**config.mk**
```make
export PLATFORM = sky130hd
export DESIGN_NAME = dcf77_frame_decoder
export DESIGN_NICKNAME = d
export VERILOG_FILES = /design/src/rtl/dcf77_frame_decoder.sv
export SDC_FILE = /design/constraint.sdc
export NUM_CORES = 1
export LEC_CHECK = 0
export ABC_CLOCK_PERIOD_IN_PS = 3930
export CORE_UTILIZATION = 60
export CTS_CLUSTER_SIZE = 40
export DETAILED_ROUTE_END_ITERATION = 8
export PLACE_DENSITY = 0.93
export SLEW_MARGIN = 5
export SYNTH_ARGS = -nofsm -noshare
export SYNTH_HDL_FRONTEND = slang
export SYNTH_SLANG_ARGS = --single-unit
```
**constraint.sdc**
```tcl
create_clock -name clk -period 3.93 [get_ports clk]
set_clock_uncertainty 0.05 [all_clocks]
set_input_delay 0.9825 -clock clk [delete_from_list [all_inputs] [get_ports clk]]
set_output_delay 0.9825 -clock clk [all_outputs]
set_load 0.1 [all_outputs]
```
**src/rtl/dcf77_frame_decoder.sv**
```systemverilog
// DCF77 second/minute decoder: times carrier-reduction pulses in ms ticks, classifies
// bits, locks to the minute marker and delivers the 59-bit frame with its parity verdict.
module dcf77_frame_decoder #(
  parameter int DIV      = 1500,
  parameter int POL      = 1,
  parameter int T0_MIN   = 40,
  parameter int T0_MAX   = 130,
  parameter int T1_MIN   = 140,
  parameter int T1_MAX   = 250,
  parameter int SEC_MIN  = 900,
  parameter int SEC_MAX  = 1100,
  parameter int MARK_MIN = 1800,
  parameter int MARK_MAX = 2200
) (
  input  logic        clk,
  input  logic        reset,
  input  logic        q,
  input  logic        strobe,
  output logic        bit_valid,
  output logic        bit_value,
  output logic [5:0]  bit_index,
  output logic        frame_valid,
  output logic [58:0] frame,
  output logic        parity_ok,
  output logic        locked,
  output logic        error
);

  localparam logic        POL_L      = 1'(POL);
  localparam logic [10:0] DIV_M1     = 11'(DIV - 1);
  localparam logic [11:0] T0_MIN_W   = 12'(T0_MIN);
  localparam logic [11:0] T0_MAX_W   = 12'(T0_MAX);
  localparam logic [11:0] T1_MIN_W   = 12'(T1_MIN);
  localparam logic [11:0] T1_MAX_W   = 12'(T1_MAX);
  localparam logic [11:0] SEC_MIN_W  = 12'(SEC_MIN);
  localparam logic [11:0] SEC_MAX_W  = 12'(SEC_MAX);
  localparam logic [11:0] MARK_MIN_W = 12'(MARK_MIN);
  localparam logic [11:0] MARK_MAX_W = 12'(MARK_MAX);

  typedef enum logic {HUNT = 1'b0, LOCK = 1'b1} state_t;

  state_t      state_r;
  logic        lvl_r;
  logic [10:0] pre_r;
  logic [11:0] wcnt_r;
  logic [11:0] pcnt_r;
  logic [58:0] frame_reg_r;

  logic        act_s, start_s, stop_s, tick_s, loss_s;
  logic        is_b0_s, is_b1_s, is_sec_s, is_mark_s;
  logic [11:0] wcnt_inc_s, pcnt_inc_s;

  // Start-of-minute bit, start-of-time bit and the three even-parity groups
  function automatic logic frame_check(input logic [58:0] f);
    frame_check = (f[0] == 1'b0) && (f[20] == 1'b1) &&
                  (^f[28:21] == 1'b0) && (^f[35:29] == 1'b0) && (^f[58:36] == 1'b0);
  endfunction

  assign locked = (state_r == LOCK);

  // Edge detection, tick generation and classification of the current counts
  always_comb begin
    act_s      = (q == POL_L);
    start_s    = strobe && act_s && !lvl_r;
    stop_s     = strobe && !act_s && lvl_r;
    tick_s     = strobe && (pre_r == DIV_M1);
    wcnt_inc_s = (wcnt_r == 12'hFFF) ? wcnt_r : wcnt_r + 12'd1;
    pcnt_inc_s = (pcnt_r == 12'hFFF) ? pcnt_r : pcnt_r + 12'd1;
    is_b0_s    = (wcnt_r >= T0_MIN_W) && (wcnt_r <= T0_MAX_W);
    is_b1_s    = (wcnt_r >= T1_MIN_W) && (wcnt_r <= T1_MAX_W);
    is_sec_s   = (pcnt_r >= SEC_MIN_W) && (pcnt_r <= SEC_MAX_W);
    is_mark_s  = (pcnt_r >= MARK_MIN_W) && (pcnt_r <= MARK_MAX_W);
    // next tick would carry pcnt past the marker window: carrier lost
    loss_s     = tick_s && !start_s && (pcnt_r == MARK_MAX_W);
  end

  // Sampling, prescaler, width/period counters, lock state and registered outputs
  always_ff @(posedge clk) begin
    if (reset) begin
      state_r     <= HUNT;
      lvl_r       <= 1'b0;
      pre_r       <= 11'd0;
      wcnt_r      <= 12'd0;
      pcnt_r      <= 12'd0;
      frame_reg_r <= 59'd0;
      bit_valid   <= 1'b0;
      bit_value   <= 1'b0;
      bit_index   <= 6'd0;
      frame_valid <= 1'b0;
      frame       <= 59'd0;
      parity_ok   <= 1'b0;
      error       <= 1'b0;
    end else begin
      bit_valid   <= 1'b0;
      frame_valid <= 1'b0;
      error       <= 1'b0;
      if (strobe) begin
        lvl_r <= act_s;
        if (start_s) begin
          pre_r  <= 11'd0;
          wcnt_r <= 12'd0;
          pcnt_r <= 12'd0;
        end else begin
          pre_r <= tick_s ? 11'd0 : pre_r + 11'd1;
          if (tick_s) begin
            pcnt_r <= pcnt_inc_s;
            if (lvl_r) begin
              wcnt_r <= wcnt_inc_s;
            end
          end
        end
        case (state_r)
          HUNT: begin
            if (start_s && is_mark_s) begin
              state_r   <= LOCK;
              bit_index <= 6'd0;
            end
          end
          LOCK: begin
            if (start_s) begin
              if (is_mark_s) begin
                bit_index <= 6'd0;
                if (bit_index == 6'd59) begin
                  frame       <= frame_reg_r;
                  frame_valid <= 1'b1;
                  parity_ok   <= frame_check(frame_reg_r);
                end else begin
                  error <= 1'b1;
                end
              end else if (!is_sec_s) begin
                error   <= 1'b1;
                state_r <= HUNT;
              end
            end else if (stop_s) begin
              if (is_b0_s || is_b1_s) begin
                bit_valid <= 1'b1;
                bit_value <= is_b1_s;
                if (bit_index < 6'd59) begin
                  frame_reg_r[bit_index] <= is_b1_s;
                end
                if (bit_index < 6'd60) begin
                  bit_index <= bit_index + 6'd1;
                end
              end else begin
                error     <= 1'b1;
                state_r   <= HUNT;
                bit_index <= 6'd0;
              end
            end
            if (loss_s) begin
              error   <= 1'b1;
              state_r <= HUNT;
            end
          end
          default: state_r <= HUNT;
        endcase
      end
    end
  end

endmodule

```
==> summary.md <==
| Metric | Value |
|---|---|
| Status | `finished with violations` |
| Failing checks | `DRC` |
| CTS Hold Bufs | `0` |
| GP Congestion | `about 0.95` |
| Global-route wire length before repair | `~32 mm` |
| Cell taking the most area after synthesis | `dfxtp_1` |
| Yosys reg bits | `between 150 and 200` |
| Yosys warnings | `0` |
| Seq/Total Area, Yosys | `0.464` |
| Met3 usage | `0.0705` |
| Final Power | `3.47 mW` |
| Critical R2R Capture | `frame_reg_r[15]` |
| Reg-to-Reg Start | `wcnt_r[11]` |
| Clock Latency Late Sink | `0.44 ns` |
| CP Capture Type | `flip-flop` |
| Clk pwr share | `0.496` |
| Most common cell on crit path | `a211oi_1` |
| Worst path cell trace | `clkdlybuf4s50_1 > nand4b_1 > a211oi_1 > nand2b_1 > a211oi_2 > a21oi_1 > a211oi_1` |
| RSZ-0062 raised after global routing | `false` |
| # setup viols final | `0` |
| Core ar. | `about 12000 um2` |
| Number of global-route vias before repair | `around 6.4k` |
| WP data arrival | `around 3.5 ns` |
| Placed Area | `8040 um2` |
| Die Area | `12400 um2` |
| Synth area leaders | `dfxtp_1 (46%), nand2_1 (8.9%), a21oi_1 (8.0%)` |
| Port Buffer Count | `74` |
| Sink Count | `roughly 170` |
| Syn avg cell area | `between 8 and 9 um2` |
| Drt via density | `~6.2` |
| Setup_tns | `0 ns` |
| Commonest non-fill, non-tap cell in the layout | `nand2_1` |
| Clock root buffer | `clkbuf_16` |
| Dpl hpwl | `~12 mm` |
| Syn Nets | `about 860` |
| Pre-CTS setup slack | `between 0.4 and 0.5 ns` |
| Core Util, Final | `0.751` |
| R2r setup slk | `between 1 and 1.5 ns` |
| Hold depth | `2` |
| Routed via count | `approximately 6.6k` |
| Fin area | `roughly 8700 um2` |
| Postcts setup bufs | `0` |
| Final Critical Period | `between 3 and 4 ns` |
| Switching share of total power | `0.226` |
| Top cell type's share of synthesized area | `0.464` |
| Crit share post-route | `0.822` |
| Comb pwr share | `0.018` |
| Most Crowded Layer GR | `met2` |
| EDFF count, synth | `0` |
| Final worst setup slack | `approximately 0.70 ns` |
| Sequential share of power | `0.486` |
| Final layout net count | `approximately 920` |
| CTS Buffer Depth | `2` |
| DR DRC count | `14` |
| Peak supply drop | `around 0.22 mV` |
| Global-route usage over all layers | `0.322` |
| Fin. max-slew vios | `0` |
| Hold Path Sink | `frame[46]` |
| Die W | `about 110 um` |
| Drt wl/cell | `18.3 um` |
| Num ports | `75` |
| Max Clk Rate | `~310 MHz` |
| Share of cells above drive strength 1 | `0.0870` |
| Remaining antenna violation count | `0` |
| Post-synthesis cell count | `~850` |
| Die Y | `around 110 um` |
| Clock buffer count from CTS | `17` |
| Mapped Area | `between 7000 and 8000 um2` |
| WL final | `19.4 mm` |
| Worst min-delay path startpoint | `frame[46]` |
| Area grow syn2layout | `20.7%` |
| Switching pwr | `785 uW` |
| Async set or reset register ratio after synthesis | `0` |
| Crit-path slowest cell | `a211oi_2` |
| Worst r2r path cells | `5` |
| Crit Path Max Fanout | `7` |
| # resized after CTS | `0` |
| Top FF cell, synth | `dfxtp_1` |
| Drt first pass iters | `8` |
| Synth cell types | `56` |
| Pin count of the biggest net entering global routing | `94` |
| Met2 usage | `0.503` |
| CTS tree | `yes` |
| Critical Path Start Type | `primary input` |
| Initial antenna violation count | `0` |
| Hold Path Class | `reg -> reg` |
| WS Path Type | `in -> reg` |
| Slew headroom | `0.276` |
| Critical path data required time | `roughly 4.2 ns` |
| Rows | `39` |
| Slew @ Worst Pin | `about 1.1 ns` |
| Inserted Diodes | `0` |
| Starting DRT DRC Count | `around 840` |
| Internal power | `~2.7 mW` |
| Power Dens Cells | `~400 nW/um2` |
| Leak | `approximately 2.9 nW` |
| Met1 usage | `0.417` |
| Max-Cap Viols | `0` |
| Final Hold Viols | `0` |
| Starting density of the core | `0.623` |
| Slowest Stage Delay on Critical Path | `approximately 0.55 ns` |
| CTS HTree Levels | `4` |
| Congestion Overflow GR | `0` |
| Commonest cells after routing, fill and taps aside | `nand2_1 (170), dfxtp_1 (166), a21oi_1 (115)` |
| Clock slew at reported path FFs | `0.07 ns` |
[per-layer routing]
layer	share of wire	wire length (um)
met5	0	0
met4	0.040	773
met3	0.099	1920
met2	0.45	8760
met1	0.41	7960
[cell families (layout without fill, tap and decap cells)]
logic type,Yosys count,in the layout,share of synthesized area
buf+inv,68,141,0.0366
mux,17,17,0.0237
xor+xnor,62,62,0.0757
fa+ha+maj,6,6,0.0105
flops,166,166,0.464
simple gates,324,324,0.208
compound gates,204,204,0.181
[cells in the mapped netlist, types with 3 or more instances]
master / instances
nand2_1: 170
or3_1: 5
buf_2: 6
o21ai_1: 5
mux2i_1: 17
a31oi_1: 4
nor3_1: 11
nor4_1: 6
nand3_1: 27
nor4_2: 3
a21oi_1: 115
xor2_1: 22
a211oi_1: 46
xnor2_1: 40
ha_1: 6
inv_1: 14
nand4_1: 12
nor2_1: 53
and3_1: 7
clkbuf_1: 47
nand2b_1: 9
a211oi_2: 4
dfxtp_1: 166
o21ai_0: 8
nor3_2: 3
[critical path, delay by kind of cell]
kind | cells | cell delay, ns
buf+inv | 1 | 0.53
simple gates | 2 | 0.55
compound gates | 4 | 1.44
[per-stage QoR]
step	hold slack, ns	std cells
after floorplan	0.382	847
after global placement	0.391	1031
after detailed placement	0.397	1031
after CTS	0.406	1063
after global routing	0.424	1063
final	0.403	1063
[power by group through the flow]
| stage | Sequential, mW | Clock, mW | Combinational (mW) |
|---|---|---|---|
| 5_1_grt | 1.69 | 1.80 | 0.0677 |
| 3_5_place_dp | 1.73 | 0 | 0.0597 |
| 3_3_place_gp | 1.73 | 0 | 0.0594 |
| 6_report | 1.69 | 1.72 | 0.0631 |
| 4_1_cts | 1.69 | 1.72 | 0.0613 |
| 2_1_floorplan | 1.73 | 0 | 0.0451 |
[final cells by class]
class                   instances  area [um2]
well taps                     143         179
flip-flops and latches        166        3320
clock buffers                  19         453
multi-input cells             613        3590
inverters                      14        52.6
clock inverters                13         156
fillers                       726        2860
repair buffers                 95         893
[worst max path at each step]
stage / startpoint / endpoint / slack (ns) / depth (start not counted)
after CTS: q / frame_reg_r[24] / 0.83 / 7
final: q / frame_reg_r[24] / 0.70 / 7
after detailed placement: q / frame_reg_r[24] / 0.44 / 7
after floorplan: locked / frame_reg_r[25] / 1.07 / 6
after global placement: q / frame_reg_r[24] / 0.70 / 7
after global routing: q / frame_reg_r[24] / 0.69 / 7
[state kept, by name (all words and copies together) (netlist names)]
signal,count
bit_index,6
bit_valid,1
bit_value,1
error,1
frame,59
frame_reg_r,59
frame_valid,1
locked,1
lvl_r,1
parity_ok,1
pcnt_r,12
pre_r,11
wcnt_r,12
Note: power is estimated with default switching activity, not from simulation.
